**src/rtl/gestor_interrupciones_pkg.sv**
```systemverilog
// rtl/gestor_interrupciones_pkg.sv - shared types, defaults and priority encoder
package gestor_interrupciones_pkg;

  typedef enum logic [1:0] {
    IDLE = 2'b00,
    REQ  = 2'b01,
    SERV = 2'b10
  } estado_t;

  localparam int              N_IRQ_DEF      = 3;
  localparam int              VEC_W_DEF      = 10;
  localparam logic [9:0]      VEC_BASE_DEF   = 10'd1008;
  localparam int              VEC_STRIDE_DEF = 4;
  // id is 2 bits wide, so at most four lines can be encoded
  localparam int              MAX_IRQ        = 4;

  function automatic logic [1:0] prioridad(input logic [MAX_IRQ-1:0] req);
    logic [1:0] r;
    r = '0;
    for (int i = MAX_IRQ - 1; i >= 0; i--) begin
      if (req[i]) r = 2'(i);
    end
    return r;
  endfunction

endpackage

```
**src/rtl/gestor_interrupciones_sincronizador_flanco.sv**
```systemverilog
// rtl/gestor_interrupciones_sincronizador_flanco.sv - 2-flop synchroniser with rising-edge detector
module sincronizador_flanco
  import gestor_interrupciones_pkg::*;
(
  input  logic clk,
  input  logic reset,
  input  logic d,
  output logic flanco
);

  logic sync1_q, sync1_d;
  logic sync2_q, sync2_d;
  logic prev_q, prev_d;

  always_comb begin
    sync1_d = d;
    sync2_d = sync1_q;
    prev_d  = sync2_q;
  end

  always_ff @(posedge clk) begin
    if (reset) begin
      sync1_q <= 1'b0;
      sync2_q <= 1'b0;
      prev_q  <= 1'b0;
    end else begin
      sync1_q <= sync1_d;
      sync2_q <= sync2_d;
      prev_q  <= prev_d;
    end
  end

  assign flanco = sync2_q & ~prev_q;

endmodule

```
**src/rtl/gestor_interrupciones.sv**
```systemverilog
// rtl/gestor_interrupciones.sv - interrupt controller: pending/mask registers and request FSM
module gestor_interrupciones
  import gestor_interrupciones_pkg::*;
#(
  parameter int               N_IRQ      = N_IRQ_DEF,
  parameter int               VEC_W      = VEC_W_DEF,
  parameter logic [VEC_W-1:0] VEC_BASE   = VEC_BASE_DEF,
  parameter int               VEC_STRIDE = VEC_STRIDE_DEF
) (
  input  logic             clk,
  input  logic             reset,
  input  logic [N_IRQ-1:0] interrupciones,
  input  logic             mask_we,
  input  logic [N_IRQ-1:0] mask_in,
  input  logic             ack,
  input  logic             fin,
  output logic             irq,
  output logic [VEC_W-1:0] vector,
  output logic [1:0]       id,
  output logic [N_IRQ-1:0] pendientes,
  output logic             ocupado
);

  estado_t          state_q, state_d;
  logic [N_IRQ-1:0] pend_q, pend_d;
  logic [N_IRQ-1:0] mask_q, mask_d;
  logic [1:0]       id_q, id_d;
  logic [VEC_W-1:0] vector_q, vector_d;
  logic             irq_q, irq_d;
  logic             ocupado_q, ocupado_d;

  logic [N_IRQ-1:0] flancos;
  logic [N_IRQ-1:0] cand_vec;
  logic [N_IRQ-1:0] clr;
  logic [1:0]       cand_id;

  for (genvar i = 0; i < N_IRQ; i++) begin : g_sync
    sincronizador_flanco u_sync (
      .clk    (clk),
      .reset  (reset),
      .d      (interrupciones[i]),
      .flanco (flancos[i])
    );
  end

  assign cand_vec = pend_q & ~mask_q;
  assign cand_id  = prioridad(MAX_IRQ'(cand_vec));

  always_comb begin
    state_d  = state_q;
    id_d     = id_q;
    vector_d = vector_q;
    clr      = '0;
    mask_d   = mask_we ? mask_in : mask_q;
    case (state_q)
      IDLE: begin
        if (|cand_vec) begin
          id_d     = cand_id;
          vector_d = VEC_BASE + VEC_W'(cand_id) * VEC_W'(VEC_STRIDE);
          state_d  = REQ;
        end
      end
      REQ: begin
        if (ack) begin
          clr     = N_IRQ'(1) << id_q;
          state_d = SERV;
        end
      end
      SERV: begin
        if (fin) state_d = IDLE;
      end
      default: state_d = IDLE;
    endcase
    // a fresh edge on the line being acknowledged keeps it pending
    pend_d    = (pend_q & ~clr) | flancos;
    irq_d     = (state_d == REQ);
    ocupado_d = (state_d == SERV);
  end

  always_ff @(posedge clk) begin
    if (reset) begin
      state_q   <= IDLE;
      pend_q    <= '0;
      mask_q    <= '1;
      id_q      <= 2'd0;
      vector_q  <= VEC_BASE;
      irq_q     <= 1'b0;
      ocupado_q <= 1'b0;
    end else begin
      state_q   <= state_d;
      pend_q    <= pend_d;
      mask_q    <= mask_d;
      id_q      <= id_d;
      vector_q  <= vector_d;
      irq_q     <= irq_d;
      ocupado_q <= ocupado_d;
    end
  end

  assign irq        = irq_q;
  assign vector     = vector_q;
  assign id         = id_q;
  assign pendientes = pend_q;
  assign ocupado    = ocupado_q;

endmodule
```
**config.mk**
```make
export PLATFORM = sky130hd
export DESIGN_NAME = gestor_interrupciones
export DESIGN_NICKNAME = d
export VERILOG_FILES = /design/src/rtl/gestor_interrupciones_pkg.sv /design/src/rtl/gestor_interrupciones_sincronizador_flanco.sv /design/src/rtl/gestor_interrupciones.sv
export SDC_FILE = /design/constraint.sdc
export NUM_CORES = 1
export LEC_CHECK = 0
export CAP_MARGIN = 10
export CORE_MARGIN = 2
export CORE_UTILIZATION = 46
export CTS_BUF_LIST = sky130_fd_sc_hd__clkbuf_8
export CTS_CLUSTER_DIAMETER = 30
export DETAILED_ROUTE_END_ITERATION = 7
export GPL_ROUTABILITY_DRIVEN = 0
export GPL_TIMING_DRIVEN = 0
export PLACE_DENSITY_LB_ADDON = 0.05
export REMOVE_ABC_BUFFERS = 1
export SYNTH_ARGS = -nofsm -noshare
export SYNTH_HDL_FRONTEND = slang
export SYNTH_HIERARCHICAL = 1
export SYNTH_SLANG_ARGS = --single-unit
```
**constraint.sdc**
```tcl
create_clock -name clk -period 1.6 [get_ports clk]
set_input_delay 0.32 -clock clk [delete_from_list [all_inputs] [get_ports clk]]
set_output_delay 0.32 -clock clk [all_outputs]
set_load 0.02 [all_outputs]
```
# [Word-level counts from Yosys, hierarchy flattened]
# Index checks and enable logic that the tools add are counted.
[totals] input_bits=11 register_bits=31 romBits=0 latch_bits=0 output_inout_bits=17 word_cells=45 memories=0 ramBits=0
[classes] bitwise=11 magnitude_cmp=0 addsub=1 mux=9 n_reduce_logical=3 eq_ne=4 div_mod_pow=0 n_mul=0 n_shift=1
[op_table] cell="2-bit two-way mux" n=6
[op_table] cell="5-bit by 5-bit adder with 6-bit output (first input constant)" n=1
[op_table] cell="3-bit bitwise AND" n=2
[op_table] cell="3-bit two-way mux" n=2
[op_table] cell="3-bit NOT" n=2
[op_table] cell="2-bit case mux with 3 select lines" n=1
[op_table] cell="2-bit by 1-bit equality test with 1-bit output (second input constant)" n=2
[op_table] cell="2-bit equality test (second input constant)" n=2
[op_table] cell="1-bit bitwise AND" n=3
[op_table] cell="1-bit NOT" n=3
[op_table] cell="3-bit bitwise OR" n=1
[op_table] cell="3-bit OR reduction" n=1
[op_table] cell="1-bit by 2-bit left shift with 3-bit output (first input constant)" n=1
[op_table] cell="2-bit logical NOT" n=1
[op_table] cell="2-bit AND reduction" n=1

# [Longest topological paths before layout]
[depth] ltp_word=6 depth_mapped=3 ltp_nobuf=3

# [Modules after synthesis]
# The synthesis kept the hierarchy.
[modules_own_cells] mod="gestor_interrupciones" n_inst=1 area_per_inst_um2=563.0 cells_per_inst=59 seq_area_each_um2=240.2
[modules_own_cells] mod="sincronizador_flanco" n_inst=3 area_per_inst_um2=87.6 cells_per_inst=7 seq_area_each_um2=60.1

# [Worst setup path before layout]
# Ideal clock, no wire load.
[synth_path] path_type="reg-to-reg" from="register pend_q[2] (netlist: pendientes[2])" to="register id_q[1] (netlist: id[1])" setup_slack_ns=0.371 n_path_buf=0 path_stages_with_launch=4 period_less_slack_ns=1.229 required_time_ns=1.527 arrival_time_ns=1.156 setup_ns=0.073 path_cell_list="dfxtp_1 > or4b_4 > nor2b_4 > nor3_2"
[synth_via] elab_chain_cells=4 elab_cells_between_ends=6 cone_classes="mux: 3; bitwise: 1; reduce/logical: 2"
[synth_rtl] element="from (decl)" line_no="gestor_interrupciones.sv:25" source="logic [N_IRQ-1:0] pend_q, pend_d;"
[synth_rtl] element="from (signal assigned)" line_no="gestor_interrupciones.sv:91" source="pend_q <= pend_d;"
[synth_rtl] element="3-bit bitwise AND *" line_no="gestor_interrupciones.sv:46" source="assign cand_vec = pend_q & ~mask_q;"
[synth_rtl] element="2-bit two-way mux (3 in a row)" line_no="gestor_interrupciones_pkg.sv:21" source="if (req[i]) r = 2'(i);"
[synth_rtl] element="to (signal assigned)" line_no="gestor_interrupciones.sv:93" source="id_q <= id_d;"
[synth_rtl] element="to (decl)" line_no="gestor_interrupciones.sv:27" source="logic [1:0] id_q, id_d;"
# Mark *: on every way between the ends. The rest lies on a longest branch, timed or not.
# A chain may end at the register's enable or synchronous reset.

# [Worst setup path after layout]
[layout_path] from="register pend_q[0] (netlist: pendientes[0])" to="output port pendientes[0]"
[layout_rtl] element="to (decl)" line_no="gestor_interrupciones.sv:20" source="output logic [N_IRQ-1:0] pendientes,"
# No word-level cell between the ends.

==> results.py <==
metrics = {
    "status": {
        "status": "finished, final reports clean",
    },
    "synth": {
        "yosysTopAreaCellShare": 0.509,
        "seq_area_frac_synth": 0.509,
        "yosysTopAreaCell": "dfxtp_1",
        "yosysUniqueCellTypes": 22,
        "yosys_warnings": 6,
        "synth_cells": 80,
        "syn_area_sq_um": 826,
        "yosys-top-cells-area": "dfxtp_1, buf_4, nor2b_1",
        "synth-seq-cells": 21,
        "avgSynthCellArea_sq_um": 10.3,
    },
    "setup_path": {
        "cpLargestDelayFamily": "buffers and inverters",
        "end_kind": "primary output",
        "critPathKind": "reg2out",
        "slowest_stage": "clkdlybuf4s50_1",
        "cp-start-kind": "flip-flop",
        "crit_cells": 1,
        "r2r_cells": 3,
        "crit_buf_inv": 1,
        "path_cells": "clkdlybuf4s50_1",
        "max_stage_delay_ps": 620,
        "critPathRequiredTime_ps": 1280,
        "crit_fanout": 3,
        "critPathArrivalTime_ps": 1240,
    },
    "layout": {
        "final_util": 0.605,
        "layout.cells.most_common": "dfxtp_1",
        "nets": 110,
        "final_cell_mix": "dfxtp_1, clkdlybuf4s50_1, nor2b_1",
        "postLayoutCellArea_sq_um": 1030,
        "area_growth_syn_to_layout_pct": 25.2,
        "drive_gt1_frac": 0.122,
        "antenna_cells": 0,
    },
    "sta": {
        "rsz0062_at_grt": "no",
        "setup_violations": 0,
        "hold_viol": 0,
        "skew_ps": 1.33,
        "worst_pin_slew_ps": 721,
        "max_freq_ghz": 0.642,
        "slew_headroom": 0.518,
        "finalMaxSlewViolations": 0,
        "finalSetupTns_ps": 0,
        "fin_crit_sh": 0.973,
        "min_period_ps": 1560,
    },
    "floorplanning": {
        "die-width_um": 46.4,
        "core-area_sq_um": 1710,
        "initial_core_util": 0.484,
        "num_io_pins": 28,
        "dieArea_sq_um": 2150,
        "die_y_um": 46.4,
        "rows": 15,
    },
    "clock_tree": {
        "clk_latency_ps": 250,
        "clkSlewWorstSetupHoldPaths_ps": 70,
        "holdBufCountCts": 0,
        "cts_sinks": 21,
        "clock_tree.root_cell": "clkbuf_8",
        "clockBufferDepth": 2,
        "htreeDepth": 1,
        "cts_tree": "done",
        "cts_buffers": 3,
    },
    "power_and_ir_drop": {
        "p_per_area_nw_per_um2": 963,
        "total_power_mw": 0.996,
        "peakVddDrop_v": 0.000680,
        "leakage_nw": 0.443,
    },
    "routing": {
        "drc": 0,
        "drt_wl_total_um": 1250,
        "dr_total_vias": 565,
        "antenna_left": 0,
        "firstDrtPassIters": 5,
        "wl_per_cell_um": 10.1,
        "first_iter_violations": 9,
        "avgViaCountPerCell": 4.59,
    },
    "global_route": {
        "grt_max_degree": 23,
        "grtUsageTotal": 0.141,
        "gr-total-overflow": 0,
        "grt_pass1_vias": 514,
        "antenna_found_initial": 0,
        "grt_pass1_wl_um": 2160,
    },
    "place": {
        "hpwl_um": 897,
        "io_buffer_count": 19,
        "placed_area_sq_um": 991,
    },
    "job": {
        "maxCapViolations": 0,
    },
    "min_path": {
        "hold_depth": 1,
        "holdCritPathClass": "reg2reg",
    },
}
[layout make-up]
type,instances,area (sq um)
fillers,153,674
flip-flops and latches,21,420
multi-input cells,54,349
repair buffers,19,188
clock buffers,3,41.3
well taps,25,31.3
clock inverters,1,3.75
[through the flow]
| stage | setup slack, ps | hold WS [ps] | cells |
|---|---|---|---|
| 4_1_cts | 39.1 | 446 | 123 |
| 5_1_grt | 2.84 | 459 | 123 |
| 3_3_place_gp | -96.2 | 418 | 119 |
| 3_5_place_dp | -82.2 | 429 | 119 |
| 6_report | 42.9 | 444 | 123 |
| 2_1_floorplan | 365 | 389 | 75 |
[metal layers]
layer,wire [um],GRT usage,vias to the layer above
met1,626,0.187,252
met3,77,0.0353,2
met4,9,0.0686,0
met5,0,0,-
met2,532,0.211,23
li1,-,-,288
[synth_stat cells]
master,n
buf_1,1
o21ba_2,2
or4b_4,1
a21boi_1,1
nor4_1,1
nand2b_1,3
nor3_1,3
nor2b_2,3
o21ai_2,1
a211o_1,3
nand3b_1,2
conb_1,2
nand2_1,2
nor4b_1,2
nor2b_4,1
nor2b_1,12
nor3_2,1
buf_4,10
a21oi_1,2
dfxtp_1,21
nor2_1,5
o32ai_1,1
[logic make-up after synthesis]
| family | after synthesis | synth area share |
|---|---|---|
| buffers and inverters | 11 | 0.0954 |
| and+or+nand+nor | 36 | 0.288 |
| DFF | 21 | 0.509 |
| AOI/OAI and AO/OA | 10 | 0.0985 |
| other | 2 | 0.00909 |
[report_power, final]
| part | internal, mW | switching (mW) |
|---|---|---|
| registers | 0.546 | 0.0123 |
| logic | 0.0583 | 0.0576 |
| clock network | 0.170 | 0.151 |
| total | 0.774 | 0.221 |
[state kept, by name, summed over array words and instances, names as in the netlist]
| register | cells |
|---|---|
| g_sync.u_sync/prev_d | 3 |
| g_sync.u_sync/prev_q | 3 |
| g_sync.u_sync/sync1_q | 3 |
| mask_q | 3 |
| pendientes | 3 |
| id | 2 |
| state_q | 2 |
| irq | 1 |
| ocupado | 1 |
[worst paths after layout]
kind,startpoint,to,slack [ps]
worst max-delay path,pendientes[0]$_SDFF_PP0_,pendientes[0],40
worst min-delay path,g_sync[2].u_sync/sync1_q$_SDFF_PP0_,g_sync[2].u_sync/prev_d$_SDFF_PP0_,440
worst max register to register,state_q[1]$_SDFF_PP0_,id[1]$_SDFFE_PP0P_,420
worst min register to register,g_sync[2].u_sync/sync1_q$_SDFF_PP0_,g_sync[2].u_sync/prev_d$_SDFF_PP0_,440
[repair_timing]
action | in CTS | in global routing
cloned | 0 | 0
setup buffers | 0 | 0
resized for setup | 4 | 1
endpoints found under the setup margin | 4 | 1
Power figures use the tool's default switching activity.
